<file path="src/rtl/regfile_wb_arbiter.sv">
// Write-back arbiter for the register file's single write port: ALU results win,
// load results queue in a small FIFO, and a scoreboard tracks pending destinations.
module regfile_wb_arbiter #(
  parameter int XLEN  = 32,
  parameter int DEPTH = 4
) (
  input  logic                     clk,
  input  logic                     rst,
  input  logic                     alu_valid,
  input  logic [4:0]               alu_rd,
  input  logic [XLEN-1:0]          alu_data,
  input  logic                     ld_valid,
  output logic                     ld_ready,
  input  logic [4:0]               ld_rd,
  input  logic [XLEN-1:0]          ld_data,
  input  logic                     iss_valid,
  input  logic [4:0]               iss_rd,
  input  logic [4:0]               ReadAddr1,
  input  logic [4:0]               ReadAddr2,
  output logic                     busy1,
  output logic                     busy2,
  output logic                     RegWrite,
  output logic [4:0]               WriteAddr,
  output logic [XLEN-1:0]          WriteData,
  output logic [$clog2(DEPTH):0]   fifo_count
);

  localparam int PW = $clog2(DEPTH);
  localparam int CW = PW + 1;
  localparam logic [CW-1:0] FULL_CNT = CW'(DEPTH);

  logic [4:0]      rdMem   [DEPTH];
  logic [XLEN-1:0] dataMem [DEPTH];
  logic [PW-1:0]   wrPtr, rdPtr;
  logic [CW-1:0]   count;
  logic            fifoEmpty, fifoFull, push, pop;
  logic            sel;
  logic [4:0]      selRd;
  logic [XLEN-1:0] selData;
  logic [31:0]     busy, busyNext;

  assign fifoEmpty  = (count == '0);
  assign fifoFull   = (count == FULL_CNT);
  assign ld_ready   = !fifoFull;
  assign push       = ld_valid && !fifoFull;
  assign pop        = !alu_valid && !fifoEmpty;
  assign fifo_count = count;

  // Fixed priority: the ALU cannot stall, so the FIFO head only goes when it is idle.
  assign sel     = alu_valid || !fifoEmpty;
  assign selRd   = alu_valid ? alu_rd   : rdMem[rdPtr];
  assign selData = alu_valid ? alu_data : dataMem[rdPtr];

  always_ff @(posedge clk or negedge rst) begin
    if (!rst) begin
      wrPtr <= '0;
      rdPtr <= '0;
      count <= '0;
    end else begin
      if (push) wrPtr <= wrPtr + 1'b1;
      if (pop)  rdPtr <= rdPtr + 1'b1;
      unique case ({push, pop})
        2'b10:   count <= count + 1'b1;
        2'b01:   count <= count - 1'b1;
        default: count <= count;
      endcase
    end
  end

  always_ff @(posedge clk) begin
    if (push) begin
      rdMem[wrPtr]   <= ld_rd;
      dataMem[wrPtr] <= ld_data;
    end
  end

  // Write-port register stage; x0 results are consumed without a write.
  always_ff @(posedge clk or negedge rst) begin
    if (!rst) begin
      RegWrite  <= 1'b0;
      WriteAddr <= '0;
      WriteData <= '0;
    end else begin
      RegWrite <= sel && (selRd != 5'd0);
      if (sel) begin
        WriteAddr <= selRd;
        WriteData <= selData;
      end
    end
  end

  // Set is applied after clear so a same-edge reissue keeps the register pending.
  always_comb begin
    busyNext = busy;
    if (RegWrite)  busyNext[WriteAddr] = 1'b0;
    if (iss_valid) busyNext[iss_rd]    = 1'b1;
    busyNext[0] = 1'b0;
  end

  always_ff @(posedge clk or negedge rst) begin
    if (!rst) busy <= '0;
    else      busy <= busyNext;
  end

  assign busy1 = busy[ReadAddr1];
  assign busy2 = busy[ReadAddr2];

endmodule

</file>
<file path="config.mk">
export PLATFORM = sky130hd
export DESIGN_NAME = regfile_wb_arbiter
export DESIGN_NICKNAME = d
export VERILOG_FILES = /design/src/rtl/regfile_wb_arbiter.sv
export SDC_FILE = /design/constraint.sdc
export NUM_CORES = 1
export LEC_CHECK = 0
export ABC_AREA = 1
export BUFFER_PORTS_ARGS = -buffer_cell sky130_fd_sc_hd__buf_4
export CORE_MARGIN = 2
export CORE_UTILIZATION = 30
export CTS_BUF_LIST = sky130_fd_sc_hd__clkbuf_8 sky130_fd_sc_hd__clkbuf_16
export DETAILED_ROUTE_END_ITERATION = 8
export PLACE_DENSITY_LB_ADDON = 0.1
export SLEW_MARGIN = 20
export SYNTH_ARGS = -nofsm -noshare
export SYNTH_HDL_FRONTEND = slang
export SYNTH_SLANG_ARGS = --single-unit
</file>
<file path="constraint.sdc">
create_clock -name clk -period 4.63 [get_ports clk]
set_input_delay 0.2315 -clock clk [delete_from_list [all_inputs] [get_ports clk]]
set_output_delay 0.2315 -clock clk [all_outputs]
set_load 0.005 [all_outputs]
</file>
==> impl_results.md <==
* Initial antenna violation count at 1
* Starting density of the core at 30.40%
* Fillers at 3,151
* Ports at 138
* Setup TNS at 0 ns
* Period utilisation layout at a little over half
* Syn Area/Cell at 10.51 um^2
* Max VDD drop at about 270 uV
* Die W at 182.8 um
* Crit-path leading delay family: simple AND/OR/NAND/NOR gates
* Final hold vios at 0
* Final core occ at 39.29%
* Clk slew on worst S/H paths at 0.06 ns
* Type of the most critical hold path: input port to flop
* Minimum clock period at 2.415 ns
* CP max stage cell: nor2_4
* Critical path capture point: dataMem[0][31]$_DFFE_PP_
* Crit path buffers/inverters at 1
* Post-synth net total at 1,013
* Post-synthesis cell count at 913
* Final Skew at 0.01246 ns
* Endpoint class of the critical path: flop
* Routed Antenna Nets at 0
* CTS max path bufs at 3
* Share of cells above drive strength 1 at between 15 and 20%
* Worst path cell trace: nor2_1, nand2_1, nand2_1, nor2_4, buf_4
* Area Growth Syn to Fin at 29.21%
* DRC viols at 0
* Post-Syn Area at 0.009594 mm^2
* Worst R2R End: dataMem[0][31]$_DFFE_PP_
* CTS buffer count at 25
* Async SR Flop Fraction at 33.93%
* Avg WL per Cell at between 15 and 20 um
* Crit path max fanout at 29
* H-tree levels at 1
* RSZ-0062 raised after global routing: false
* Most common cell on crit path: nand2_1
* Met3 wire length at 1.121 mm
* Port Buffers at 137
* Final wirelength at 26.98 mm
* Die area at 0.03343 mm^2
* Worst path arrival time at 2.63 ns
* Routability cong. at 0.7724
* Post-synth top area share at 46.32%
* Final instance area at about 0.012 mm^2
* FF+latch count, synth at 224
* Status: complete, no violations
* Largest net degree at the start of global routing at 76
* Vias in the first global route at around 7,400
* # setup viols final at 0
* GRT overflow at 0
* Netlist cell types at 31
* DIE HEIGHT at 182.8 um
* Met1 wire length at 12.00 mm
* 1st-iter DRT viols at roughly 460
* Core box area at 0.03156 mm^2
* Slew headroom at 34.38%
* Post-synth EDFFs at 148
* Clock root buffer: clkbuf_16
* Worst setup margin at 2.215 ns
* DP Area at 0.01096 mm^2
* CP max stage delay at just under 0.9 ns
* Synth area leader: edfxtp_1
* Slew @ Worst Pin at 0.9820 ns
* Power per Cell Area at around 590 mW/mm^2
* Drt first pass iters at 4
* Critical Setup Path Class: flop to flop
* Sequential-to-total area share from yosys stat at 66.15%
* Metal2 WL at roughly 13 mm
* Setup WS pre-CTS at 2.132 ns
* Crit path launch type: flop
* Gr usage total at 16.19%
* Lkg Pwr at 4.881 nW
* Most used DFF post-synth: edfxtp_1
* Dpl hpwl at 16.82 mm
* Post_cts resized at 0
* Vias at 7,355
* Fin cells at 1,527
* CP required at 4.85 ns
* CP startpoint: fifo_count[0]$_DFFE_PN0P_
* CTS tree: done
* Top cells by area, synth: edfxtp_1, dfrtp_1, nand2_1
* Fin nets at 1,205
* TritonCTS sink count at 224
* Crit Reg-Reg Startpoint: fifo_count[0]$_DFFE_PN0P_
* Top Metal Used: met4
* Vias per cell at 4.817
* MaxCap Viol Count at 0
* Max Clock Freq at just over 0.4 GHz
* Worst skew pair latency at around 0.52 ns
* R2R Setup Slk at 2.22 ns
* Synth warn at 0
* # rows at 65
* Worst path depth at 5
* Post-Place Cells at 1,416
* Register-to-Register Path Depth at 5
* First-pass GRT wire length at 42.06 mm
* Slew Viols, Final at 0
## per-stage QoR
stage          total power [mW]  hold WS, ns
2_1_floorplan             4.470     -0.06409
3_3_place_gp              5.432       0.1976
3_5_place_dp              5.439       0.1992
4_1_cts                   7.395     0.002543
5_1_grt                   7.800      0.01622
6_report                  7.283     0.008369
## routing by layer
layer / global-route usage (%) / vias to the layer above
li1: - / 3585
met1: 20.73 / 3590
met2: 29.16 / 149
met3: 2.006 / 31
met4: 3.968 / 0
met5: 0 / -
## worst min-delay path: cells and delay by family
| kind | cells | cell delay (ns) |
|---|---|---|
| AO/OA/AOI/OAI | 2 | 0.18 |
| buffers and inverters | 1 | 0.08 |
## layout make-up
| type | count | area (um^2) | share of cell area (%) |
|---|---|---|---|
| flip-flops and latches | 224 | 6347 | 51.20 |
| multi-input cells | 587 | 2798 | 22.57 |
| inverters | 56 | 211.5 | 1.706 |
| diodes | 1 | 2.502 | 0.02019 |
| clock inverters | 17 | 110.1 | 0.8882 |
| well taps | 402 | 503.0 | 4.057 |
| repair buffers | 211 | 1744 | 14.07 |
| clock buffers | 29 | 680.7 | 5.491 |
## synth_stat cells, types with 3 or more instances
master	instances
a21oi_1	4
nand2_1	141
o21ai_0	105
ha_1	5
inv_1	50
o22ai_1	32
nand3_1	82
o21ai_1	95
clkbuf_1	9
edfxtp_1	148
o211ai_1	4
buf_2	23
inv_2	5
nor2_1	106
buf_4	10
dfrtp_1	76
xor2_1	3
## cell usage in the layout, fill, tap and decap left out, types with 54 or more instances in the layout
master and count:
dfrtp_1 75, edfxtp_1 148, buf_4 147, nand3_1 82, dlygate4sd3_1 64, nor2_1 102, o21ai_0 105, nand2_1 141
inv_1 54, o21ai_1 95
## power by group
| group | total [mW] | internal, mW | switching, mW |
|---|---|---|---|
| clock | 1.90 | 1.10 | 0.792 |
| sequential | 3.09 | 2.76 | 0.327 |
| combinational | 2.30 | 0.864 | 1.44 |
## logic make-up (layout without fill, tap and decap cells)
group,Yosys count,after routing,share of synthesized area (%)
AOI/OAI and AO/OA,241,241,13.13
adders and majority gates,6,6,0.8607
xor gates and xnor gates,4,4,0.3652
and+or+nand+nor,336,336,14.49
other,0,1,0
buffers and inverters,102,313,5.008
DFF,224,224,66.14
## registers in the layout, summed over array words and instances (netlist names)
| name | cells |
|---|---|
| wrPtr | 2 |
| dataMem | 128 |
| RegWrite | 1 |
| WriteAddr | 5 |
| fifo_count | 3 |
| rdPtr | 2 |
| rdMem | 20 |
| busy | 31 |
| WriteData | 32 |
## worst min path at each step
| stage | from | to | slack, ns | cells past startpoint |
|---|---|---|---|---|
| 2_1_floorplan | rst | RegWrite$_DFF_PN0_ | -0.06 | 0 |
| 3_3_place_gp | rst | WriteData[12]$_DFFE_PN0P_ | 0.20 | 1 |
| 3_5_place_dp | rst | WriteData[12]$_DFFE_PN0P_ | 0.20 | 1 |
| 4_1_cts | alu_data[3] | WriteData[3]$_DFFE_PN0P_ | 0.003 | 3 |
| 5_1_grt | alu_data[3] | WriteData[3]$_DFFE_PN0P_ | 0.02 | 3 |
| 6_report | alu_data[3] | WriteData[3]$_DFFE_PN0P_ | 0.008 | 3 |
## repair_timing
action	in CTS	in global routing
buffers inserted	0	0
endpoints found under the hold margin	200	0
hold buffers	64	0
(Power assumes the default switching activity.)
